`config.mk`:
```
export PLATFORM = sky130hd
export DESIGN_NAME = dmem_lsu
export DESIGN_NICKNAME = d
export VERILOG_FILES = /design/src/rtl/dmem_lsu_pkg.sv /design/src/rtl/dmem_lsu_align.sv /design/src/rtl/dmem_lsu.sv
export SDC_FILE = /design/constraint.sdc
export NUM_CORES = 1
export LEC_CHECK = 0
export ABC_AREA = 1
export BUFFER_PORTS_ARGS = -buffer_cell sky130_fd_sc_hd__clkbuf_2
export CAP_MARGIN = 30
export CORE_MARGIN = 2
export CORE_UTILIZATION = 35
export CTS_CLUSTER_DIAMETER = 50
export DETAILED_ROUTE_END_ITERATION = 10
export GPL_ROUTABILITY_DRIVEN = 0
export PLACE_DENSITY = 0.67
export SLEW_MARGIN = 0
export SYNTH_ARGS = -nofsm -noshare
export SYNTH_HDL_FRONTEND = slang
export SYNTH_SLANG_ARGS = --single-unit
```
`constraint.sdc`:
```
create_clock -name clk -period 5.7 [get_ports clk]
set_clock_uncertainty 0.2 [all_clocks]
set_input_delay 0.285 -clock clk [delete_from_list [all_inputs] [get_ports clk]]
set_output_delay 0.285 -clock clk [all_outputs]
set_load 0.03 [all_outputs]
```
`src/rtl/dmem_lsu_pkg.sv`:
```
// dmem_lsu_pkg: shared funct3 codes, LSU state encoding and size-mask helper.
package dmem_lsu_pkg;
   typedef enum logic [2:0] {IDLE, LD1, LD2, ST2, RESP} lsu_state_t;
   localparam logic [2:0] F3_B  = 3'd0;
   localparam logic [2:0] F3_H  = 3'd1;
   localparam logic [2:0] F3_W  = 3'd2;
   localparam logic [2:0] F3_BU = 3'd4;
   localparam logic [2:0] F3_HU = 3'd5;
   function automatic logic [3:0] size_mask(input logic [1:0] sz);
      return sz == 2'd0 ? 4'b0001 : sz == 2'd1 ? 4'b0011 : sz == 2'd2 ? 4'b1111 : 4'b0000;
   endfunction
endpackage

```
`src/rtl/dmem_lsu_align.sv`:
```
// dmem_lsu_align: byte-lane mask, store-data rotation and load extraction for both beats.
module dmem_lsu_align
   import dmem_lsu_pkg::*;
(
   input  logic        we,
   input  logic [2:0]  funct3,
   input  logic [1:0]  off,
   input  logic [31:0] wdata,
   input  logic [31:0] rd_lo,
   input  logic [31:0] rd_hi,
   output logic [7:0]  mask,
   output logic [31:0] wd_lo,
   output logic [31:0] wd_hi,
   output logic [31:0] rdata,
   output logic        split,
   output logic        illegal
);
   logic [63:0] wsh;
   logic [31:0] rsh;
   // loads allow B/H/W/BU/HU, stores only B/H/W
   assign illegal = funct3[1:0] == 2'd3 || (funct3[2] && (we || funct3[1]));
   assign mask    = {4'b0000, size_mask(funct3[1:0])} << off;
   assign split   = |mask[7:4];
   assign wsh     = {32'h0, wdata} << {off, 3'b000};
   assign wd_lo   = wsh[31:0];
   assign wd_hi   = wsh[63:32];
   assign rsh     = 32'({rd_hi, rd_lo} >> {off, 3'b000});
   always_comb
      rdata = funct3 == F3_B  ? {{24{rsh[7]}}, rsh[7:0]} :
              funct3 == F3_H  ? {{16{rsh[15]}}, rsh[15:0]} :
              funct3 == F3_BU ? {24'h0, rsh[7:0]} :
              funct3 == F3_HU ? {16'h0, rsh[15:0]} : rsh;
endmodule

```
`src/rtl/dmem_lsu.sv`:
```
// dmem_lsu: turns pipeline load/store requests into byte-enabled DMEM strobes,
// splitting misaligned accesses into two word beats or rejecting them.
module dmem_lsu
   import dmem_lsu_pkg::*;
#(
   parameter bit SPLIT_MISALIGNED = 1'b1
) (
   input  logic        clk,
   input  logic        reset_n,
   input  logic        req_valid_i,
   output logic        req_ready_o,
   input  logic        req_we_i,
   input  logic [2:0]  req_funct3_i,
   input  logic [31:0] req_addr_i,
   input  logic [31:0] req_wdata_i,
   output logic        resp_valid_o,
   output logic [31:0] resp_rdata_o,
   output logic        resp_err_o,
   output logic [31:0] DMEM_addr_o,
   output logic [31:0] DMEM_data_o,
   output logic [3:0]  DMEM_write_byte_o,
   output logic        DMEM_read_o,
   input  logic [31:0] DMEM_data_i
);
   lsu_state_t  state, state_nx;
   logic [2:0]  f3_q;
   logic [1:0]  off_q;
   logic [29:0] word_q;
   logic [31:0] wdata_q, lo_q, rdata_q;
   logic        err_q;
   logic        idle, accept, err;
   logic [7:0]  mask;
   logic [31:0] wd_lo, wd_hi, ext;
   logic        split, illegal;
   assign idle        = state == IDLE;
   assign req_ready_o = reset_n && idle;
   assign accept      = req_valid_i && req_ready_o;
   assign err         = illegal || (split && !SPLIT_MISALIGNED);
   // in IDLE the aligner sees the live request, afterwards the captured one
   dmem_lsu_align u_align (
      .we      (req_we_i),
      .funct3  (idle ? req_funct3_i : f3_q),
      .off     (idle ? req_addr_i[1:0] : off_q),
      .wdata   (idle ? req_wdata_i : wdata_q),
      .rd_lo   (state == LD1 ? DMEM_data_i : lo_q),
      .rd_hi   (state == LD2 ? DMEM_data_i : 32'h0),
      .mask    (mask),
      .wd_lo   (wd_lo),
      .wd_hi   (wd_hi),
      .rdata   (ext),
      .split   (split),
      .illegal (illegal)
   );
   always_comb begin
      state_nx          = state;
      DMEM_addr_o       = {idle ? req_addr_i[31:2] : word_q, 2'b00};
      DMEM_data_o       = wd_lo;
      DMEM_write_byte_o = 4'b0000;
      DMEM_read_o       = 1'b0;
      case (state)
         IDLE: if (accept) begin
            state_nx          = err ? RESP : !req_we_i ? LD1 : split ? ST2 : RESP;
            DMEM_write_byte_o = (!err && req_we_i) ? mask[3:0] : 4'b0000;
            DMEM_read_o       = !err && !req_we_i;
         end
         LD1: begin
            state_nx    = split ? LD2 : RESP;
            DMEM_addr_o = {word_q + 30'd1, 2'b00};
            DMEM_read_o = split;
         end
         LD2: state_nx = RESP;
         ST2: begin
            state_nx          = RESP;
            DMEM_addr_o       = {word_q + 30'd1, 2'b00};
            DMEM_data_o       = wd_hi;
            DMEM_write_byte_o = mask[7:4];
         end
         default: state_nx = IDLE;
      endcase
      if (!reset_n) begin
         DMEM_write_byte_o = 4'b0000;
         DMEM_read_o       = 1'b0;
      end
   end
   always_ff @(posedge clk) begin
      if (!reset_n) begin
         state   <= IDLE;
         err_q   <= 1'b0;
         rdata_q <= 32'h0;
      end else begin
         state <= state_nx;
         if (accept) begin
            f3_q    <= req_funct3_i;
            off_q   <= req_addr_i[1:0];
            word_q  <= req_addr_i[31:2];
            wdata_q <= req_wdata_i;
            err_q   <= err;
            rdata_q <= 32'h0;
         end
         if (state == LD1) lo_q <= DMEM_data_i;
         if ((state == LD1 && !split) || state == LD2) rdata_q <= ext;
      end
   end
   assign resp_valid_o = state == RESP;
   assign resp_err_o   = resp_valid_o && err_q;
   assign resp_rdata_o = resp_valid_o ? rdata_q : 32'h0;
endmodule

```
==> run_results.csv <==
group,metric,value,unit
die,io-pin-count,207,
logic_synthesis,synth_flop_cell,"edfxtp_1",
global_route,gr-total-overflow,0,
clock_network,h-tree-depth,4,
critical_path,crit_type,"flip-flop to output pin",
critical_path,worstSetupStartpointType,"flip-flop",
timing,fin_crit,4230,ps
pwr,p_per_area,502,mW/mm²
layout,drive_gt1_share,17.0,%
logic_synthesis,synth_cell_type_count,43,
die,core-area,0.0267,mm²
layout,final_common_cell,"nand2_1",
logic_synthesis,synth_top_area_share,31.5,%
hold_path,hp-class,"primary input to flip-flop",
logic_synthesis,synth_area_per_cell,6.84,µm²
pwr,swShare,52.4,%
layout,nNetsFinal,1709,
route,wl_per_cell,15.8,µm
clock_network,cts_tree,"built",
timing,fin_ws,1470,ps
die,die_w,168,µm
clock_network,clkLatencyLatePin,430,ps
global_route,globalRoute.busiestLayer,"met2",
clock_network,clkTransAtPathRegs,70,ps
timing,fmax,236,MHz
hold_path,hold_end,"lo_q[24]$_DFFE_PP_",
clock_network,cts.repair.resized,0,
critical_path,worstRegToRegCells,13,
critical_path,cp-end-kind,"output pin",
pwr,power_frac_seq,22.4,%
timing,period_share,74.3,%
clock_network,clk_path_buf_depth,2,
logic_synthesis,async_reset_ff_share,0,%
global_route,grt_pass1_wl,48.7,mm
global_route,antenna_found_initial,1,
die,fp.dieH,168,µm
route,first_pass_iters,7,
timing,worst_pin_slew,939,ps
global_route,grt_pass1_vias,9364,
critical_path,reg2reg_from,"state[0]$_SDFFE_PN0P_",
placement,port_buffers,204,
logic_synthesis,netlist_area,0.00945,mm²
die,row_count,60,
logic_synthesis,syn_inst,1381,
hold_path,min-delay-start,"DMEM_data_i[24]",
route,wl,30.9,mm
pwr,power,5.95,mW
logic_synthesis,ys_seq_elements,135,
clock_network,clock-root-buffer,"clkbuf_16",
placement,dpl_cell_area,0.0106,mm²
route,drt_iter0_drc,935,
critical_path,r2r_slack,1520,ps
layout,design_area,0.0118,mm²
pwr,p_leak,5.44,nW
clock_network,clock_sinks,135,
global_route,grt_use_met1,27.5,%
pwr,ir_drop,0.000410,V
job,max_cap_viol_count,0,
route,viasPerCell,5.14,
layout,syn2layout_area_growth,25.4,%
pwr,power.switching,3.12,mW
layout,layout_common_cells,"nand2_1 (468), clkbuf_2 (204), inv_1 (160)",
logic_synthesis,yosys_warnings,0,
route,post-route-drc-count,0,
route,num_vias,10100,
global_route,grt_use_total,21.5,%
timing,holdWs,35.4,ps
logic_synthesis,yosysTopAreaCell,"edfxtp_1",
placement,post-dp-hpwl,21.3,mm
timing,drv_slew,0,
global_route,grt_start_max_net_pins,86,
placement,dp_slack,1560,ps
logic_synthesis,synth.yosys.seq_area_share,39.1,%
pwr,comb_power_share,58.4,%
timing,finalSetupTns,0,ps
logic_synthesis,yosys-top-cells-area,"edfxtp_1 (31%), nand2_1 (19%), dfxtp_1 (7.6%)",
timing,finalSetupViolCount,0,
clock_network,cts_buffers,17,
critical_path,regToRegEndpoint,"rdata_q[9]$_SDFFE_PN0P_",
pwr,p_clk_share,19.2,%
timing,relSlewSlack,37.2,%
critical_path,arrival,3750,ps
status,status,"completed",
timing,hold_violations,0,
global_route,use_met3,4.56,%
timing,rsz0062_at_grt,"no",
critical_path,cp.required,5220,ps
die,dieArea,0.0283,mm²
die,start_util,35.4,%
pwr,internal_power,2.83,mW
route,detail-route-antenna-nets,0,
critical_path,cp_max_fo,85,
global_route,met2_usage,36.2,%
logic_synthesis,synth_edf_count,99,
hold_path,hold_depth,3,
worst max-delay path by stage:
stage | from | to | slack [ps] | cells past startpoint
2_1_floorplan | state[1]$_SDFFE_PN0P_ | DMEM_write_byte_o[2] | 2210 | 8
3_3_place_gp | state[0]$_SDFFE_PN0P_ | rdata_q[26]$_SDFFE_PN0P_ | 1670 | 13
3_5_place_dp | state[0]$_SDFFE_PN0P_ | rdata_q[18]$_SDFFE_PN0P_ | 1560 | 13
4_1_cts | state[0]$_SDFFE_PN0P_ | DMEM_read_o | 1460 | 14
5_1_grt | state[0]$_SDFFE_PN0P_ | rdata_q[11]$_SDFFE_PN0P_ | 1070 | 13
6_report | state[0]$_SDFFE_PN0P_ | DMEM_read_o | 1470 | 14
layer usage:
metal | routed length [µm] | vias up
met5 | 0 | -
met4 | 743 | 0
met3 | 2300 | 45
met2 | 14800 | 452
met1 | 13000 | 4617
li1 | - | 4947
synthesized netlist by cell type (9+ instances only):
library cell  number
buf_2             24
edfxtp_1          99
a21oi_1           61
clkbuf_1          28
dfxtp_1           36
o21ai_1           16
buf_4             16
o21ai_0           88
nor3_1             9
o22ai_1           25
nand2_1          468
nand3b_1           9
nand4_1           10
nor2_1           103
nand3_1          125
xor2_1            19
inv_1            160
through the flow:
step	utilization (%)	instances
after floorplan	-	1382
after global placement	39.4	1853
after detailed placement	39.5	1855
after CTS	44.3	1955
after global routing	44.3	1956
final	44.3	1956
logic make-up after synthesis:
kind of cell / after synthesis / share of synthesized area [%]
AND/OR/NAND/NOR: 750 / 33.8
buffers and inverters: 248 / 11.2
AO/OA/AOI/OAI: 214 / 12.5
flip-flops: 135 / 39.1
XOR/XNOR: 20 / 1.85
multiplexers: 8 / 0.848
adder cells (fa/ha/maj): 5 / 0.662
other: 1 / 0.0397
registers in the layout, summed over array words and instances (netlist names):
| signal | flops |
|---|---|
| lo_q | 32 |
| rdata_q | 32 |
| wdata_q | 32 |
| word_q | 30 |
| f3_q | 3 |
| state | 3 |
| off_q | 2 |
| err_q | 1 |
power groups by stage:
| stage | combinational, mW | clock (mW) | sequential [mW] |
|---|---|---|---|
| 2_1_floorplan | 2.59 | 0 | 1.33 |
| 3_3_place_gp | 3.35 | 0 | 1.35 |
| 3_5_place_dp | 3.40 | 0 | 1.35 |
| 4_1_cts | 3.45 | 1.16 | 1.33 |
| 5_1_grt | 3.81 | 1.20 | 1.35 |
| 6_report | 3.47 | 1.14 | 1.33 |
critical path, cell delays in order (launching register included):
cell and delay, ps:
dfxtp_1 310, buf_4 320, nor2_4 100, nand2_4 80, buf_4 710, nand2_1 100
o21ai_1 180, ha_1 310, inv_1 110, nand3_1 160, nand3_2 150, nand3_1 180
nand3_1 110, o22ai_1 200, clkbuf_2 270
repair_timing:
item | in CTS | in global routing
setup endpoints to repair | 0 | 0
endpoints found under the hold margin | 68 | 0
hold buffers | 68 | 0
setup buffers | 0 | 0
layout make-up:
type	count	area (µm²)
repair buffers	279	1790
fillers	2798	14900
diodes	1	2.50
well taps	341	427
clock buffers	19	475
clock inverters	13	123
inverters	169	637
flip-flops and latches	135	3690
multi-input cells	999	4700
No activity file was read; power rests on OpenSTA's default activity.
